**src/rtl/riscv_core_cache_pkg.sv**
```systemverilog
`default_nettype none
// ============================================================================
// Module      : riscv_core_cache_pkg
// Description : Shared types for the cache-to-memory arbitration slice.
//               Arbiter FSM states, grant identifiers and a small helper
//               that returns the opposite requester.
// Revision    : 1.0  initial release
// ============================================================================
package riscv_core_cache_pkg;

    typedef enum logic [1:0] {
        ARB_IDLE    = 2'd0,
        ARB_BUSY    = 2'd1,
        ARB_RELEASE = 2'd2
    } arb_state_t;

    typedef enum logic {
        GNT_IC = 1'b0,
        GNT_DC = 1'b1
    } arb_gnt_t;

    // Bit positions of each requester in the packed request vector.
    localparam int unsigned c_REQ_IC = 0;
    localparam int unsigned c_REQ_DC = 1;

    function automatic arb_gnt_t other_gnt(input arb_gnt_t g);
        return (g == GNT_IC) ? GNT_DC : GNT_IC;
    endfunction

endpackage
`default_nettype wire

```
**src/rtl/riscv_core_rr_pick2.sv**
```systemverilog
`default_nettype none
// ============================================================================
// Module      : riscv_core_rr_pick2
// Description : Combinational 2-way round-robin picker.
//               A single requester always wins; on a tie the requester that
//               was NOT granted last time wins.
// Ports       : i_req   [1:0] request vector (bit0 = icache, bit1 = dcache)
//               i_last        requester granted most recently
//               o_gnt         selected requester
//               o_valid       at least one request present
// Revision    : 1.0  initial release
// ============================================================================
module riscv_core_rr_pick2
    import riscv_core_cache_pkg::*;
(
    input  logic [1:0] i_req,
    input  arb_gnt_t   i_last,
    output arb_gnt_t   o_gnt,
    output logic       o_valid
);

    always_comb begin
        o_valid = |i_req;
        o_gnt   = GNT_IC;
        if (i_req[c_REQ_IC] && i_req[c_REQ_DC]) begin
            o_gnt = other_gnt(i_last);
        end else if (i_req[c_REQ_DC]) begin
            o_gnt = GNT_DC;
        end else begin
            o_gnt = GNT_IC;
        end
    end

endmodule
`default_nettype wire

```
**src/rtl/riscv_core_cache_mem_arbiter.sv**
```systemverilog
`default_nettype none
// ============================================================================
// Module      : riscv_core_cache_mem_arbiter
// Description : Shares one AXI refill/writeback port between the icache and
//               dcache controllers. Round-robin between the two, one
//               transaction per grant (request .. i_axi_done), followed by a
//               single dead RELEASE cycle so a requester can drop its level
//               request before it could be re-granted.
// Ports       : i_clk / i_rst           clock, synchronous active-high reset
//               i_ic_req/i_ic_addr      icache refill request and line address
//               o_ic_done               icache completion pulse
//               i_dc_req/addr/we/wdata  dcache request, address, write flag,
//                                       writeback line
//               o_dc_done               dcache completion pulse
//               o_axi_req/addr/we/wdata request to the AXI master (latched)
//               i_axi_done              AXI completion pulse
//               o_busy                  transaction outstanding
//               o_timeout_err           sticky watchdog flag
// Revision    : 1.0  initial release
// ============================================================================
module riscv_core_cache_mem_arbiter
    import riscv_core_cache_pkg::*;
#(
    parameter int unsigned ADDR_WIDTH     = 32,
    parameter int unsigned AXI_DATA_WIDTH = 256,
    parameter int unsigned TIMEOUT_CYCLES = 1024
)
(
    input  logic                      i_clk,
    input  logic                      i_rst,
    input  logic                      i_ic_req,
    input  logic [ADDR_WIDTH-1:0]     i_ic_addr,
    output logic                      o_ic_done,
    input  logic                      i_dc_req,
    input  logic [ADDR_WIDTH-1:0]     i_dc_addr,
    input  logic                      i_dc_we,
    input  logic [AXI_DATA_WIDTH-1:0] i_dc_wdata,
    output logic                      o_dc_done,
    output logic                      o_axi_req,
    output logic [ADDR_WIDTH-1:0]     o_axi_addr,
    output logic                      o_axi_we,
    output logic [AXI_DATA_WIDTH-1:0] o_axi_wdata,
    input  logic                      i_axi_done,
    output logic                      o_busy,
    output logic                      o_timeout_err
);

    // Counter only needs to reach TIMEOUT_CYCLES-1, where it parks.
    localparam int unsigned            c_WDOG_W   = $clog2(TIMEOUT_CYCLES);
    localparam logic [c_WDOG_W-1:0]    c_WDOG_MAX = c_WDOG_W'(TIMEOUT_CYCLES - 1);

    arb_state_t                  r_state;
    arb_state_t                  w_state_nxt;
    arb_gnt_t                    r_last;
    arb_gnt_t                    r_gnt;
    logic [ADDR_WIDTH-1:0]       r_addr;
    logic                        r_we;
    logic [AXI_DATA_WIDTH-1:0]   r_wdata;
    logic [c_WDOG_W-1:0]         r_wdog;
    logic                        r_timeout;

    arb_gnt_t                    w_pick_gnt;
    logic                        w_pick_valid;
    logic                        w_grant_en;
    logic                        w_done_hit;

    riscv_core_rr_pick2 u_pick (
        .i_req   ({i_dc_req, i_ic_req}),
        .i_last  (r_last),
        .o_gnt   (w_pick_gnt),
        .o_valid (w_pick_valid)
    );

    // ------------------------------------------------------------------
    // FSM state register
    // ------------------------------------------------------------------
    always_ff @(posedge i_clk) begin
        if (i_rst) begin
            r_state <= ARB_IDLE;
        end else begin
            r_state <= w_state_nxt;
        end
    end

    // ------------------------------------------------------------------
    // FSM next state and outputs
    // ------------------------------------------------------------------
    always_comb begin
        w_state_nxt = r_state;
        w_grant_en  = 1'b0;
        w_done_hit  = 1'b0;
        o_axi_req   = 1'b0;
        o_busy      = 1'b0;
        o_ic_done   = 1'b0;
        o_dc_done   = 1'b0;

        case (r_state)
            ARB_IDLE: begin
                if (w_pick_valid) begin
                    w_grant_en  = 1'b1;
                    w_state_nxt = ARB_BUSY;
                end
            end
            ARB_BUSY: begin
                o_axi_req = 1'b1;
                o_busy    = 1'b1;
                if (i_axi_done) begin
                    w_done_hit  = 1'b1;
                    w_state_nxt = ARB_RELEASE;
                end
            end
            ARB_RELEASE: begin
                w_state_nxt = ARB_IDLE;
            end
            default: begin
                w_state_nxt = ARB_IDLE;
            end
        endcase

        // A requester that withdrew (flush) does not see the completion.
        o_ic_done = w_done_hit && (r_gnt == GNT_IC) && i_ic_req;
        o_dc_done = w_done_hit && (r_gnt == GNT_DC) && i_dc_req;
    end

    // ------------------------------------------------------------------
    // Grant latch: fields frozen for the life of the transaction
    // ------------------------------------------------------------------
    always_ff @(posedge i_clk) begin
        if (i_rst) begin
            r_last  <= GNT_DC;    // icache wins the first tie
            r_gnt   <= GNT_IC;
            r_addr  <= '0;
            r_we    <= 1'b0;
            r_wdata <= '0;
        end else if (w_grant_en) begin
            r_gnt  <= w_pick_gnt;
            r_last <= w_pick_gnt;
            if (w_pick_gnt == GNT_IC) begin
                r_addr  <= i_ic_addr;
                r_we    <= 1'b0;
                r_wdata <= '0;
            end else begin
                r_addr  <= i_dc_addr;
                r_we    <= i_dc_we;
                r_wdata <= i_dc_wdata;
            end
        end
    end

    // ------------------------------------------------------------------
    // Watchdog: counts BUSY cycles, flag is sticky until reset
    // ------------------------------------------------------------------
    always_ff @(posedge i_clk) begin
        if (i_rst) begin
            r_wdog    <= '0;
            r_timeout <= 1'b0;
        end else if (r_state == ARB_BUSY) begin
            if (r_wdog == c_WDOG_MAX) begin
                r_timeout <= 1'b1;
            end else begin
                r_wdog <= r_wdog + c_WDOG_W'(1);
            end
        end else begin
            r_wdog <= '0;
        end
    end

    assign o_axi_addr    = r_addr;
    assign o_axi_we      = r_we;
    assign o_axi_wdata   = r_wdata;
    assign o_timeout_err = r_timeout;

endmodule
`default_nettype wire
```
**config.mk**
```make
export PLATFORM = sky130hd
export DESIGN_NAME = riscv_core_cache_mem_arbiter
export DESIGN_NICKNAME = d
export VERILOG_FILES = /design/src/rtl/riscv_core_cache_pkg.sv /design/src/rtl/riscv_core_rr_pick2.sv /design/src/rtl/riscv_core_cache_mem_arbiter.sv
export SDC_FILE = /design/constraint.sdc
export NUM_CORES = 1
export LEC_CHECK = 0
export BUFFER_PORTS_ARGS = -buffer_cell sky130_fd_sc_hd__clkbuf_2
export CORE_AREA = 4 4 239 241
export DETAILED_ROUTE_END_ITERATION = 16
export DIE_AREA = 0 0 243 245
export HOLD_SLACK_MARGIN = 0.12
export PLACE_DENSITY = 0.46
export SYNTH_ARGS = -nofsm -noshare
export SYNTH_HDL_FRONTEND = slang
export SYNTH_SLANG_ARGS = --single-unit
```
**constraint.sdc**
```tcl
create_clock -name i_clk -period 4 [get_ports i_clk]
set_input_delay 0.8 -clock i_clk [delete_from_list [all_inputs] [get_ports i_clk]]
set_output_delay 0.8 -clock i_clk [all_outputs]
set_load 0.05 [all_outputs]
```
==> impl_metrics.csv <==
group,metric,value,unit
status,status,"complete, no violations",
synthesis,synthesis.nets,1405,
timing,skew,0.0130,ns
timing,layout_min_cycle_time,2.53,ns
timing,tns,0,ns
timing,max_freq,395,MHz
final_layout,fillers,5898,
timing,rsz0062_at_grt,"no",
synthesis,synthesis.area,10600,sq um
global_route,met3_usage,3.92,%
die,io-pin-count,620,
critical_path,cp_data_arrival_time,1.73,ns
power_and_ir_drop,p_leak,7.12,nW
final_layout,syn_to_final_growth,45.5,%
synthesis,synth_xor_xnor_area_share,0.248,%
global_route,grt_overflow,0,
clocking,cts_sinks,304,
min_path,min_to,"o_timeout_err",
synthesis,ys_seq_area_share,57.4,%
global_route,antenna_found_initial,0,
clocking,htree_levels,2,
global_route,grt_max_degree,106,
timing,slew_headroom,25.1,%
critical_path,timing.rr.end,"o_axi_addr[0]",
detailed_routing,drt_pass1_iterations,4,
die,die_x,243,um
synthesis,ys_types,38,
final_layout,layout_commonest_cell,"clkbuf_2",
global_route,top_usage_layer,"met2",
clocking,clk_latency,0.52,ns
synthesis,synth-compound-area-share,21.7,%
global_route,grt_pass1_wl,58800,um
synthesis,synth_enable_flop_cells,0,
synthesis,synth_top_family_by_area,"compound AO/OA/AOI/OAI gates",
clocking,cts_setup_buffers,0,
critical_path,rrSetupSlack,1.99,ns
synthesis,synth_mux_area_share,3.12,%
final_layout,finish.net_count,1976,
global_route,met2_usage,20.9,%
job,maxCapViolations,0,
die,coreArea,54900,sq um
die,dieArea,59500,sq um
critical_path,r2r_cells,4,
clocking,cts_tree,"built",
timing,worstMarginPinSlew,1.12,ns
synthesis,synth_area_per_cell,9.83,sq um
die,row_count,86,
critical_path,worstReg2RegStart,"r_state[1]",
min_path,hold_class,"reg2reg",
detailed_routing,finalWirelength,38600,um
placement,portBuffers,619,
global_route,grt_usage,12.2,%
critical_path,start_kind,"register",
power_and_ir_drop,ir_worst_vdd,0.267,mV
timing,fin_crit_sh,63.3,%
clocking,clockBufferDepth,3,
synthesis,ys_ff_latch,304,
timing,setup_violations,0,
clocking,cts_made_buffers,35,
timing,hold_viol_final,0,
critical_path,end_kind,"primary output",
final_layout,drive_gt1_share,41.6,%
critical_path,crit_fanout,8,
min_path,worstHoldPathCells,2,
placement,gp_congestion,0.847,
clocking,cts.repair.resized,0,
synthesis,synth-simple-area-share,11.9,%
die,initial_core_util,19.3,%
detailed_routing,drtIter0Drc,452,
global_route,grtUsageMet1,14.0,%
global_route,grt_pass1_vias,10300,
min_path,hp-start,"o_timeout_err",
detailed_routing,num_vias,10300,
synthesis,ys_warn_count,0,
clocking,cts_root_buf,"clkbuf_16",
detailed_routing,wl_per_cell,16.3,um
power_and_ir_drop,p_per_area,521,nW/um^2
detailed_routing,antenna_left,0,
final_layout,n_antenna_cell,0,
die,die_h,245,um
clocking,cts_hold_buf,0,
synthesis,synthAdderAreaFrac,0.118,%
critical_path,worstPathRequired,3.20,ns
timing,slew_viol_final,0,
synthesis,synthFlopType,"dfxtp_1",
final_layout,final_cell_mix,"clkbuf_2 (618), dfxtp_1 (304), nor2_1 (298), a22oi_1 (257), clkbuf_16 (37)",
synthesis,synthArstFlopShare,0,%
detailed_routing,via_per_inst,4.32,
clocking,cts.reportedPaths.clkPinSlew,0.06,ns
timing,holdWs,0.466,ns
detailed_routing,drc_errors,0,
synthesis,synthCells,1078,
placement,dp_hpwl,28300,um
critical_path,path_class,"reg2out",
[worst max path at each step]
stage / from / cells after the start / to / slack, ns
floorplan: r_state[1] / 2 / o_ic_done / 1.76
global placement: i_ic_req / 6 / o_axi_wdata[183] / 1.70
detailed placement: i_ic_req / 6 / o_axi_wdata[127] / 1.67
CTS: r_state[1] / 3 / o_ic_done / 1.42
global route: r_state[1] / 3 / o_ic_done / 1.37
finish: r_state[1] / 3 / o_ic_done / 1.47
[critical path, stage by stage (launching register included)]
cell and delay, ns:
dfxtp_1 0.31, and2b_1 0.35, and4b_1 0.26, clkbuf_2 0.29
[metal layers]
layer / vias up / routed length, um
met3: 79 / 3190
met1: 4785 / 15400
li1: 4982 / -
met4: 0 / 1350
met2: 429 / 18700
met5: - / 0
[per-stage QoR]
step	setup slack [ns]	cell area (sq um)	cells	power, W	utilization [%]
global placement	1.70	14300	2316	0.00491	26.0
CTS	1.42	15400	2376	0.00821	28.1
floorplan	1.76	10600	1078	0.00444	-
detailed placement	1.67	14300	2316	0.00493	26.0
global route	1.37	15400	2376	0.00843	28.1
finish	1.47	15400	2376	0.00804	28.1
[synth_stat cells, types with 2 or more instances]
cell / count / area share (%)
nand3_1: 4 / 0.19
clkbuf_1: 42 / 1.5
nand2_1: 6 / 0.21
mux2i_1: 33 / 3.1
a211oi_1: 33 / 2.3
and2_1: 3 / 0.18
nand2b_1: 2 / 0.12
buf_4: 16 / 1.1
o21ai_0: 4 / 0.19
xor2_1: 3 / 0.25
dfxtp_1: 304 / 57
buf_2: 26 / 1.2
buf_1: 6 / 0.21
buf_6: 13 / 1.4
nor2_1: 298 / 11
a21oi_1: 6 / 0.28
and3_1: 2 / 0.12
a22oi_1: 257 / 18
[where the power goes]
part / total (W) / switching, W / leakage (nW) / internal [W]
logic: 0.00155 / 0.00112 / 4.06 / 0.000428
clock network: 0.00320 / 0.00126 / 0.574 / 0.00194
registers: 0.00330 / 0.0000942 / 2.48 / 0.00320
[state kept, by name (all words and copies together), names as in the netlist]
signal and count:
o_axi_addr 32, o_axi_wdata 256, o_axi_we 1, o_timeout_err 1, r_gnt 1, r_last 1
r_state 2, r_wdog 10
[logic make-up after synthesis]
group / Yosys count
xor+xnor: 3
buf+inv: 104
fa+ha+maj: 1
flops: 304
compound gates: 310
simple gates: 323
mux: 33
[final cells by class]
class	instances	area, sq um	share of cell area, %
well taps	704	881	5.71
repair buffers	637	3340	21.7
multi-input cells	670	3960	25.7
clock inverters	7	67.6	0.438
flip-flops and latches	304	6090	39.4
clock buffers	53	1090	7.04
inverters	1	3.75	0.0243
Note: power is estimated with default switching activity, not from simulation.
